File: src/rtl/mc_ctrl_pkg.sv
// Shared types and encodings for the multicycle ARM control unit (mc_controller).
// The optional CMP/NoWrite decode is enabled by defining MC_CTRL_NOWRITE_EN.
package mc_ctrl_pkg;

    typedef enum logic [3:0] {
        S_FETCH,
        S_DECODE,
        S_MEMADR,
        S_MEMRD,
        S_MEMWB,
        S_MEMWR,
        S_EXECR,
        S_EXECI,
        S_ALUWB,
        S_BRANCH
    } mc_state_e;

    // Codes are 3 bits wide; the controller truncates them to ALUCTRL_W.
    localparam logic [2:0] ALU_ADD = 3'd0;
    localparam logic [2:0] ALU_SUB = 3'd1;
    localparam logic [2:0] ALU_AND = 3'd2;
    localparam logic [2:0] ALU_ORR = 3'd3;
    localparam logic [2:0] ALU_EOR = 3'd4;

    localparam logic [1:0] RES_ALUOUT = 2'b00;
    localparam logic [1:0] RES_DATA   = 2'b01;
    localparam logic [1:0] RES_ALU    = 2'b10;

    localparam logic [1:0] SRCB_RD2  = 2'b00;
    localparam logic [1:0] SRCB_IMM  = 2'b01;
    localparam logic [1:0] SRCB_FOUR = 2'b10;

    localparam logic [1:0] OP_DP  = 2'b00;
    localparam logic [1:0] OP_MEM = 2'b01;
    localparam logic [1:0] OP_BR  = 2'b10;
    localparam logic [1:0] OP_UND = 2'b11;

    // ARM condition evaluation against {N,Z,C,V}; 1111 never executes.
    function automatic logic cond_eval(input logic [3:0] cond, input logic [3:0] nzcv);
        logic n, z, c, v, r;
        {n, z, c, v} = nzcv;
        case (cond)
            4'b0000: r = z;
            4'b0001: r = ~z;
            4'b0010: r = c;
            4'b0011: r = ~c;
            4'b0100: r = n;
            4'b0101: r = ~n;
            4'b0110: r = v;
            4'b0111: r = ~v;
            4'b1000: r = c & ~z;
            4'b1001: r = ~c | z;
            4'b1010: r = (n == v);
            4'b1011: r = (n != v);
            4'b1100: r = ~z & (n == v);
            4'b1101: r = z | (n != v);
            4'b1110: r = 1'b1;
            default: r = 1'b0;
        endcase
        return r;
    endfunction

endpackage

File: src/rtl/mc_controller_if.sv
// Control bus between the IR/ALU side of the datapath and mc_controller.
// StateDbg and FlagsDbg expose the FSM state and stored flags for observation.
interface mc_controller_if #(parameter int ALUCTRL_W = 2);
    import mc_ctrl_pkg::*;

    logic [19:0]          Instr;
    logic [3:0]           ALUFlags;
    logic                 PCWrite;
    logic                 AdrSrc;
    logic                 IRWrite;
    logic                 MemWrite;
    logic                 RegWrite;
    logic [1:0]           ResultSrc;
    logic                 ALUSrcA;
    logic [1:0]           ALUSrcB;
    logic [1:0]           ImmSrc;
    logic [1:0]           RegSrc;
    logic [ALUCTRL_W-1:0] ALUControl;
    logic                 InstrDone;
    mc_state_e            StateDbg;
    logic [3:0]           FlagsDbg;

    modport master (
        input  Instr, ALUFlags,
        output PCWrite, AdrSrc, IRWrite, MemWrite, RegWrite, ResultSrc,
               ALUSrcA, ALUSrcB, ImmSrc, RegSrc, ALUControl, InstrDone,
               StateDbg, FlagsDbg
    );

    modport slave (
        output Instr, ALUFlags,
        input  PCWrite, AdrSrc, IRWrite, MemWrite, RegWrite, ResultSrc,
               ALUSrcA, ALUSrcB, ImmSrc, RegSrc, ALUControl, InstrDone,
               StateDbg, FlagsDbg
    );

endinterface

File: src/rtl/mc_condlogic.sv
// Stored {N,Z}/{C,V} flag groups plus the CondEx bit latched at the end of DECODE.
module mc_condlogic
    import mc_ctrl_pkg::*;
(
    input  logic       clk,
    input  logic       reset,
    input  logic [3:0] cond_i,
    input  logic [3:0] alu_flags_i,
    input  logic [1:0] flag_w_i,
    input  logic       latch_cond_i,
    input  logic       flag_upd_i,
    output logic       cond_ex_o,
    output logic [3:0] flags_o
);
    logic [1:0] nz_q;
    logic [1:0] cv_q;
    logic       cond_ex_q;

    // Flags are written with the CondEx of the current instruction, never the next one.
    always_ff @(posedge clk or negedge reset) begin
        if (!reset) begin
            nz_q      <= 2'b00;
            cv_q      <= 2'b00;
            cond_ex_q <= 1'b0;
        end else begin
            if (latch_cond_i)
                cond_ex_q <= cond_eval(cond_i, {nz_q, cv_q});
            if (flag_upd_i && cond_ex_q && flag_w_i[1])
                nz_q <= alu_flags_i[3:2];
            if (flag_upd_i && cond_ex_q && flag_w_i[0])
                cv_q <= alu_flags_i[1:0];
        end
    end

    assign cond_ex_o = cond_ex_q;
    assign flags_o   = {nz_q, cv_q};

endmodule

File: src/rtl/mc_controller.sv
// Multicycle ARM control unit: Moore main FSM plus ALU decoder, sequencing 3-5 cycles per instruction.
// Define MC_CTRL_NOWRITE_EN to decode CMP (cmd 1010, S=1) as a flag-only SUB.
module mc_controller
    import mc_ctrl_pkg::*;
#(
    parameter int ALUCTRL_W = 2
) (
    input  logic           clk,
    input  logic           reset,
    mc_controller_if.master bus
);
    logic [1:0] op;
    logic [5:0] funct;
    logic [3:0] cmd, rd, cond, rn_unused;
    logic       rd_pc;

    assign cond      = bus.Instr[19:16];
    assign op        = bus.Instr[15:14];
    assign funct     = bus.Instr[13:8];
    assign rn_unused = bus.Instr[7:4];
    assign rd        = bus.Instr[3:0];
    assign cmd       = funct[4:1];
    assign rd_pc     = (rd == 4'hF);

    mc_state_e  state_q;
    logic       cond_ex;
    logic [3:0] flags;
    logic [2:0] alu_op;
    logic       no_write;
    logic [1:0] flag_w;

    always_comb begin
        alu_op   = ALU_ADD;
        no_write = 1'b0;
        case (cmd)
            4'b0100: alu_op = ALU_ADD;
            4'b0010: alu_op = ALU_SUB;
            4'b0000: alu_op = ALU_AND;
            4'b1100: alu_op = ALU_ORR;
            4'b0001: if (ALUCTRL_W >= 3) alu_op = ALU_EOR;
`ifdef MC_CTRL_NOWRITE_EN
            4'b1010: if (funct[0]) begin
                alu_op   = ALU_SUB;
                no_write = 1'b1;
            end
`endif
            default: alu_op = ALU_ADD;
        endcase
        // CMP is a subtraction, so it owns C/V as well as N/Z.
        flag_w[1] = funct[0];
        flag_w[0] = funct[0] & ((cmd == 4'b0100) | (cmd == 4'b0010) | no_write);
    end

    always_ff @(posedge clk or negedge reset) begin
        if (!reset) begin
            state_q <= S_FETCH;
        end else begin
            case (state_q)
                S_FETCH:  state_q <= S_DECODE;
                S_DECODE: begin
                    case (op)
                        OP_MEM:  state_q <= S_MEMADR;
                        OP_DP:   state_q <= funct[5] ? S_EXECI : S_EXECR;
                        OP_BR:   state_q <= S_BRANCH;
                        default: state_q <= S_FETCH;
                    endcase
                end
                S_MEMADR: state_q <= funct[0] ? S_MEMRD : S_MEMWR;
                S_MEMRD:  state_q <= S_MEMWB;
                S_EXECR,
                S_EXECI:  state_q <= S_ALUWB;
                default:  state_q <= S_FETCH;
            endcase
        end
    end

    mc_condlogic u_condlogic (
        .clk          (clk),
        .reset        (reset),
        .cond_i       (cond),
        .alu_flags_i  (bus.ALUFlags),
        .flag_w_i     (flag_w),
        .latch_cond_i (state_q == S_DECODE),
        .flag_upd_i   ((state_q == S_EXECR) || (state_q == S_EXECI)),
        .cond_ex_o    (cond_ex),
        .flags_o      (flags)
    );

    logic       pc_write, ir_write, mem_write, reg_write, instr_done;
    logic [2:0] alu_sel;

    always_comb begin
        pc_write      = 1'b0;
        ir_write      = 1'b0;
        mem_write     = 1'b0;
        reg_write     = 1'b0;
        instr_done    = 1'b0;
        alu_sel       = ALU_ADD;
        bus.AdrSrc    = 1'b0;
        bus.ResultSrc = RES_ALUOUT;
        bus.ALUSrcA   = 1'b0;
        bus.ALUSrcB   = SRCB_RD2;
        case (state_q)
            S_FETCH: begin
                ir_write      = 1'b1;
                pc_write      = 1'b1;
                bus.ALUSrcA   = 1'b1;
                bus.ALUSrcB   = SRCB_FOUR;
                bus.ResultSrc = RES_ALU;
            end
            S_DECODE: begin
                bus.ALUSrcA   = 1'b1;
                bus.ALUSrcB   = SRCB_FOUR;
                bus.ResultSrc = RES_ALU;
                instr_done    = (op == OP_UND);
            end
            S_MEMADR: begin
                bus.ALUSrcB = SRCB_IMM;
                alu_sel     = funct[3] ? ALU_ADD : ALU_SUB;
            end
            S_MEMRD:  bus.AdrSrc = 1'b1;
            S_MEMWR: begin
                bus.AdrSrc = 1'b1;
                mem_write  = cond_ex;
                instr_done = 1'b1;
            end
            S_MEMWB: begin
                bus.ResultSrc = RES_DATA;
                reg_write     = cond_ex & ~rd_pc;
                pc_write      = cond_ex & rd_pc;
                instr_done    = 1'b1;
            end
            S_EXECR,
            S_EXECI: begin
                bus.ALUSrcB = (state_q == S_EXECI) ? SRCB_IMM : SRCB_RD2;
                alu_sel     = alu_op;
            end
            S_ALUWB: begin
                bus.ResultSrc = RES_ALUOUT;
                reg_write     = cond_ex & ~no_write & ~rd_pc;
                pc_write      = cond_ex & ~no_write & rd_pc;
                instr_done    = 1'b1;
            end
            S_BRANCH: begin
                bus.ALUSrcB   = SRCB_IMM;
                bus.ResultSrc = RES_ALU;
                pc_write      = cond_ex;
                instr_done    = 1'b1;
            end
            default: ;
        endcase
    end

    // Write strobes drop the instant reset asserts, independent of the clock.
    assign bus.PCWrite    = pc_write & reset;
    assign bus.IRWrite    = ir_write & reset;
    assign bus.MemWrite   = mem_write & reset;
    assign bus.RegWrite   = reg_write & reset;
    assign bus.InstrDone  = instr_done & reset;
    assign bus.ALUControl = ALUCTRL_W'(alu_sel);
    assign bus.ImmSrc     = op;
    assign bus.RegSrc     = {op == OP_MEM, op == OP_BR};
    assign bus.StateDbg   = state_q;
    assign bus.FlagsDbg   = flags;

endmodule

File: src/flat_wrapper.sv
// flat-port wrapper written by rule: the top's interface ports become plain ports
module mc_controller_flat import mc_ctrl_pkg::*;
#(
    parameter int ALUCTRL_W = 2
)
  (clk, reset, bus_Instr, bus_ALUFlags, bus_PCWrite, bus_AdrSrc, bus_IRWrite, bus_MemWrite, bus_RegWrite, bus_ResultSrc, bus_ALUSrcA, bus_ALUSrcB, bus_ImmSrc, bus_RegSrc, bus_ALUControl, bus_InstrDone, bus_StateDbg, bus_FlagsDbg);
  mc_controller_if #(.ALUCTRL_W(ALUCTRL_W)) bus_i ();
  input  logic clk;
  input  logic reset;
  input wire logic [$bits(bus_i.Instr)-1:0] bus_Instr;
  input wire logic [$bits(bus_i.ALUFlags)-1:0] bus_ALUFlags;
  output wire logic [$bits(bus_i.PCWrite)-1:0] bus_PCWrite;
  output wire logic [$bits(bus_i.AdrSrc)-1:0] bus_AdrSrc;
  output wire logic [$bits(bus_i.IRWrite)-1:0] bus_IRWrite;
  output wire logic [$bits(bus_i.MemWrite)-1:0] bus_MemWrite;
  output wire logic [$bits(bus_i.RegWrite)-1:0] bus_RegWrite;
  output wire logic [$bits(bus_i.ResultSrc)-1:0] bus_ResultSrc;
  output wire logic [$bits(bus_i.ALUSrcA)-1:0] bus_ALUSrcA;
  output wire logic [$bits(bus_i.ALUSrcB)-1:0] bus_ALUSrcB;
  output wire logic [$bits(bus_i.ImmSrc)-1:0] bus_ImmSrc;
  output wire logic [$bits(bus_i.RegSrc)-1:0] bus_RegSrc;
  output wire logic [$bits(bus_i.ALUControl)-1:0] bus_ALUControl;
  output wire logic [$bits(bus_i.InstrDone)-1:0] bus_InstrDone;
  output wire logic [$bits(bus_i.StateDbg)-1:0] bus_StateDbg;
  output wire logic [$bits(bus_i.FlagsDbg)-1:0] bus_FlagsDbg;
  assign bus_i.Instr = bus_Instr;
  assign bus_i.ALUFlags = bus_ALUFlags;
  assign bus_PCWrite = bus_i.PCWrite;
  assign bus_AdrSrc = bus_i.AdrSrc;
  assign bus_IRWrite = bus_i.IRWrite;
  assign bus_MemWrite = bus_i.MemWrite;
  assign bus_RegWrite = bus_i.RegWrite;
  assign bus_ResultSrc = bus_i.ResultSrc;
  assign bus_ALUSrcA = bus_i.ALUSrcA;
  assign bus_ALUSrcB = bus_i.ALUSrcB;
  assign bus_ImmSrc = bus_i.ImmSrc;
  assign bus_RegSrc = bus_i.RegSrc;
  assign bus_ALUControl = bus_i.ALUControl;
  assign bus_InstrDone = bus_i.InstrDone;
  assign bus_StateDbg = bus_i.StateDbg;
  assign bus_FlagsDbg = bus_i.FlagsDbg;
  mc_controller #(.ALUCTRL_W(ALUCTRL_W)) u_core (.clk(clk), .reset(reset), .bus(bus_i));
endmodule
File: config.mk
export PLATFORM = sky130hd
export DESIGN_NAME = mc_controller_flat
export DESIGN_NICKNAME = d
export VERILOG_FILES = /design/src/rtl/mc_ctrl_pkg.sv /design/src/rtl/mc_controller_if.sv /design/src/rtl/mc_condlogic.sv /design/src/rtl/mc_controller.sv /design/src/flat_wrapper.sv
export SDC_FILE = /design/constraint.sdc
export NUM_CORES = 1
export LEC_CHECK = 0
export BUFFER_PORTS_ARGS = -buffer_cell sky130_fd_sc_hd__buf_2
export CAP_MARGIN = 5
export CORE_MARGIN = 5
export CORE_UTILIZATION = 42
export DETAILED_ROUTE_END_ITERATION = 8
export GPL_ROUTABILITY_DRIVEN = 0
export PLACE_DENSITY_LB_ADDON = 0.2
export RECOVER_POWER = 50
export SYNTH_ARGS = -nofsm -noshare
export SYNTH_HDL_FRONTEND = slang
export SYNTH_HIERARCHICAL = 1
export SYNTH_SLANG_ARGS = --single-unit
File: constraint.sdc
create_clock -name clk -period 1.7 [get_ports clk]
set_input_delay 0.085 -clock clk [delete_from_list [all_inputs] [get_ports clk]]
set_output_delay 0.085 -clock clk [all_outputs]
set_load 0.01 [all_outputs]
# After elaboration in Yosys (flattened, before gate mapping)
# Cells that the tools add are included.
[word_totals] register_bits=9 word_cells=87
[op_classes] n_eq_ne=32 muxes=18 n_bitwise=18 reduce_logical=15
[ops] op="equality test 4 bit, second input constant" count=11
[ops] op="equality test 4 x 3 -> 1 bit, second input constant" count=9
[ops] op="equality test 4 x 2 -> 1 bit, second input constant" count=5
[ops] op="one-hot mux 4 bit (5 select lines)" count=1
[ops] op="one-hot mux 1 bit (15 select lines)" count=1
[ops] op="logical NOT 4 bit" count=3
[ops] op="one-hot mux 2 bit (3 select lines)" count=2
[ops] op="one-hot mux 4 bit (3 select lines)" count=1
[ops] op="AND 1 bit" count=10
[ops] op="OR reduction 2 bit" count=5
[ops] op="equality test 4 x 1 -> 1 bit, second input constant" count=2
[ops] op="two-way mux 1 bit" count=8
[ops] op="one-hot mux 2 bit (2 select lines)" count=2
[ops] op="NOT 1 bit" count=5
[ops] op="equality test 2 bit, second input constant" count=2
[ops] op="OR reduction 4 bit" count=1
[ops] op="logical AND 1 bit" count=3
[ops] op="two-way mux 3 bit" count=1
[ops] op="OR 1 bit" count=3
[ops] op="one-hot mux 1 bit (3 select lines)" count=1
[ops] op="OR reduction 3 bit" count=1
[ops] op="equality test 2 x 1 -> 1 bit, second input constant" count=1
[ops] op="logical NOT 2 bit" count=1
[ops] op="one-hot mux 1 bit (2 select lines)" count=1
[ops] op="other kinds (3)" count=3

# Logic depth before layout (Yosys ltp)
[depth] depth_word=5 mapped_depth=6

# By module
# Netlist, hierarchy kept.
[by_module_without_submodules] mod="mc_controller" instances=1 cells_per_inst=66 area_per_inst_um2=469.2 seq_area_each_um2=100.1
[by_module_without_submodules] mod="mc_condlogic" instances=1 cells_per_inst=35 area_per_inst_um2=354.1 seq_area_each_um2=125.1

# Least setup slack after synthesis
# OpenSTA, ideal clock, no wires.
[synth_path] path_type="reg2reg" from="reg u_core.state_q[2] (netlist: u_core/bus.StateDbg[2])" to="reg u_core.u_condlogic.cond_ex_q (netlist: u_core/u_condlogic/cond_ex_o)" setup_ps=141 arrival_ps=1575 setup_slack_ps=-16 path_stages_with_launch=7 n_path_buf=1 period_less_slack_ps=1716 path_cell_list="dfrtp_1 buf_2 nor3_1 and2_1 o21ai_0 o32ai_1 o311ai_1"
[synth_between] elab_chain_len=1
[synth_lines] element="start, declared" line_no="mc_controller.sv:25" rtl="mc_state_e state_q;"
[synth_lines] element="start signal, assigned" line_no="mc_controller.sv:63" rtl="OP_DP: state_q <= funct[5] ? S_EXECI : S_EXECR;"
[synth_lines] element="start signal, assigned" line_no="mc_controller.sv:68" rtl="S_MEMADR: state_q <= funct[0] ? S_MEMRD : S_MEMWR;"
[synth_lines] element="equality test 4 x 1 -> 1 bit" line_no="mc_controller.sv:83" rtl=".latch_cond_i (state_q == S_DECODE),"
[synth_lines] element="end signal, assigned" line_no="mc_condlogic.sv:27" rtl="cond_ex_q <= cond_eval(cond_i, {nz_q, cv_q});"
[synth_lines] element="end, declared" line_no="mc_condlogic.sv:17" rtl="logic cond_ex_q;"
# No other way between the ends.
# A chain may end at the register's enable or synchronous reset.

# Worst setup path in the final report
[layout_path] from="reg u_core.state_q[2] (netlist: u_core/bus.StateDbg[2])" to="out bus_ALUControl[0]"
[layout_between] elab_chain_len=3
[layout_lines] element="equality test 4 x 3 -> 1 bit" line_no="mc_controller.sv:103" rtl="case (state_q)"
[layout_lines] element="OR reduction 2 bit" line_no="mc_controller.sv:103"
[layout_lines] element="one-hot mux 2 bit (2 select lines) *" line_no="mc_controller.sv:103"
[layout_lines] element="end, declared" line_no="flat_wrapper.sv:22" rtl="output wire logic [$bits(bus_i.ALUControl)-1:0] bus_ALUControl;"
# Every way passes the cells marked *; elsewhere a longest branch is shown, timed or not.

==> impl_results.md <==
- Status: complete, no violations
- Clk_lat worst skew: 0.25 ns
- Clock edge transition at the registers on the reported setup and hold paths: approximately 0.06 ns
- Drt pass-1 iters: 5
- Root Buffer Master: clkbuf_4
- HPWL Detailed: between 1500 and 2000 µm
- Relative slew margins: 79.3%
- Core area: 1920 µm²
- Fin nets: 174
- Crit path kind: register to output pin
- Synth top cells by count: 9 x dfrtp_1, 8 x a21oi_1, 6 x nand2_1, 6 x nand3_1, 6 x nor3_1
- Main synth FF type: dfrtp_1
- Syn nets: 127
- IO Pins: 51
- Gr usage total: 15.7%
- Row count: 16
- Die width: approximately 54 µm
- Crit path required time: between 1.5 and 2 ns
- Sink Count: 9
- CTS H-tree depth: 1
- FF-to-FF End: u_core/u_condlogic/nz_q[0]$_DFFE_PN0P_
- Die H: 54.3 µm
- Area leader, netlist: dfrtp_1
- Peak supply drop: 0.800 mV
- Synth Cell Area: about 820 µm²
- DR vias/cell: approximately 5.2
- Clock skew: 0.00419 ns
- # setup viols final: 0
- Bufs on Longest Clock Path: 2
- Distinct cell type count after synthesis: 38
- Pwr/cell area: 1380 nW/µm²
- Max-cap viol count: 0
- Yosys top cell area share: 27.4%
- Post-synth EDFFs: 0
- N_diodes: 0
- RSZ-0062 raised after global routing: no
- Ys async rst share: 100%
- Pre-CTS WS: 0.196 ns
- Critical Path End: bus_ALUControl[0]
- Setup crit end kind: output pin
- WL per Instance: 12.1 µm
- HP Class: input port to register
- FF-to-FF path depth: 5
- CTS tree: built
- Share of layout cells above drive strength 1: between 30% and 40%
- Max Fclk: just over 600 MHz
- Remaining global-route overflow: 0
- Synth Register Bits: 9
- Via count: 912
- Crit. Startpoint: u_core/bus.StateDbg[2]$_DFF_PN0_
- Syn Inst Count: about 100
- Hold Violations, Final: 0
- CP arrival: 1.54 ns
- Antenna Nets Post-Route: 0
- Pin count of the biggest net entering global routing: 16
- Post-synthesis sequential area ratio: between 20 and 30%
- Final worst setup slack: around 0.080 ns
- Initial DRC Count: 4
- First-pass GRT wire length: around 3500 µm
- Static Leak: 0.511 nW
- Drc violations: 0
- Total CTS buffers: 3
- Post-CTS setup buffer count: 0
- Synth-to-Final Area Change: 32.7%
- Antenna violations before repair: 0
- Total Negative Setup Slacks: 0 ns
- Tcrit/Tclk final: 95.3%
- Syn_area_per_cell: 8.15 µm²
- Die footprint: 2950 µm²
- Reg-to-reg startpoint: u_core/bus.StateDbg[3]$_DFF_PN0_
- Count leader, synth: dfrtp_1
- Hold depth: 2
- DRT Wirelength: 2110 µm
- Max Transition Viols Final: 0
- PortBufs: 46
- Measured slew at the worst slew-check pin: ~0.3 ns
- Largest cells by area after synthesis: dfrtp_1 27%, xnor2_1 5.3%, a21oi_1 4.9%, mux2_1 4.1%, nand3_1 3.6%
- Critical path startpoint category: register
- Tmin final: roughly 1.6 ns
- Number of global-route vias before repair: 835
- FF-to-FF setup slack: roughly 0.21 ns
- Initial Util: 42.8%
- Yosys warnings: 6
- Crit Path Max Fanout: 10
[final cells by class]
type | instances | area, µm²
Clock buffer | 4 | 26.3
Fill cell | 226 | 830
Inverter | 3 | 11.3
Multi-Input combinational cell | 80 | 532
Sequential cell | 9 | 229
Tap cell | 27 | 33.8
Timing Repair Buffer | 51 | 260
[critical path, stage by stage (launching register included)]
cell	delay (ns)
dfrtp_2	0.47
or2_4	0.31
nand3b_1	0.19
o32ai_1	0.14
buf_2	0.18
[worst min-delay path by stage]
stage	slack (ns)	endpoint	from
after global routing	0.04	u_core/u_condlogic/nz_q[1]$_DFFE_PN0P_	bus_ALUFlags[3]
after detailed placement	-0.05	u_core/u_condlogic/nz_q[0]$_DFFE_PN0P_	reset
after CTS	0.03	u_core/u_condlogic/nz_q[0]$_DFFE_PN0P_	bus_ALUFlags[2]
after global placement	-0.05	u_core/bus.StateDbg[0]$_DFF_PN0_	reset
after floorplan	-0.21	u_core/bus.StateDbg[0]$_DFF_PN0_	reset
final	0.04	u_core/u_condlogic/nz_q[1]$_DFFE_PN0P_	bus_ALUFlags[3]
[power by group]
| group | switching (mW) | internal [mW] |
|---|---|---|
| logic | 0.500 | 0.430 |
| registers | 0.124 | 0.294 |
| clock network | 0.0662 | 0.0899 |
| total | 0.691 | 0.814 |
[kinds of logic (layout without fill, tap and decap cells)]
| kind of cell | after synthesis | count (layout) | synth area share [%] |
|---|---|---|---|
| AND/OR/NAND/NOR | 45 | 45 | 31.5 |
| AO/OA/AOI/OAI | 22 | 22 | 16.9 |
| buffers and inverters | 12 | 58 | 8.97 |
| flip-flops | 9 | 9 | 27.4 |
| XOR/XNOR | 7 | 7 | 7.45 |
| multiplexers | 6 | 6 | 7.90 |
[placed cells by master (no fill, tap or decap), types with 5 or more instances in the layout]
cell type	n
nand2_1	6
nand3_1	6
clkbuf_1	9
nor3_1	5
a21oi_1	8
buf_2	38
o21ai_0	5
dfrtp_1	6
xnor2_1	5
[through the flow]
step	instances	instance area, µm²	util [%]	power (mW)	hold WS [ns]
finish	174	1090	56.8	1.50	0.0437
global route	174	1090	56.8	1.66	0.0354
CTS	174	1100	57.2	1.52	0.0331
detailed placement	169	1060	55.1	1.35	-0.0515
global placement	169	1060	55.1	1.33	-0.0482
floorplan	101	828	-	1.01	-0.211
[layer usage]
layer	share of wire [%]	vias to the layer above	GRT usage, %
met5	0	-	0
met4	0.38	0	7.47
li1	-	464	-
met3	7.3	2	3.00
met1	44	412	19.4
met2	48	34	26.1
[flip-flops by register name, summed over array words and instances, names as in the netlist]
signal                        cells
u_core/u_condlogic/nz_q           2
u_core/bus.StateDbg               4
u_core/u_condlogic/cond_ex_o      1
u_core/u_condlogic/cv_q           2
[what timing repair did]
action / 4_1_cts / 5_1_grt
setup endpoints to repair: 1 / 3
hold buffers: 1 / 0
resized for setup: 1 / 3
hold endpoints to repair: 9 / 0
Note: power is estimated with default switching activity, not from simulation.
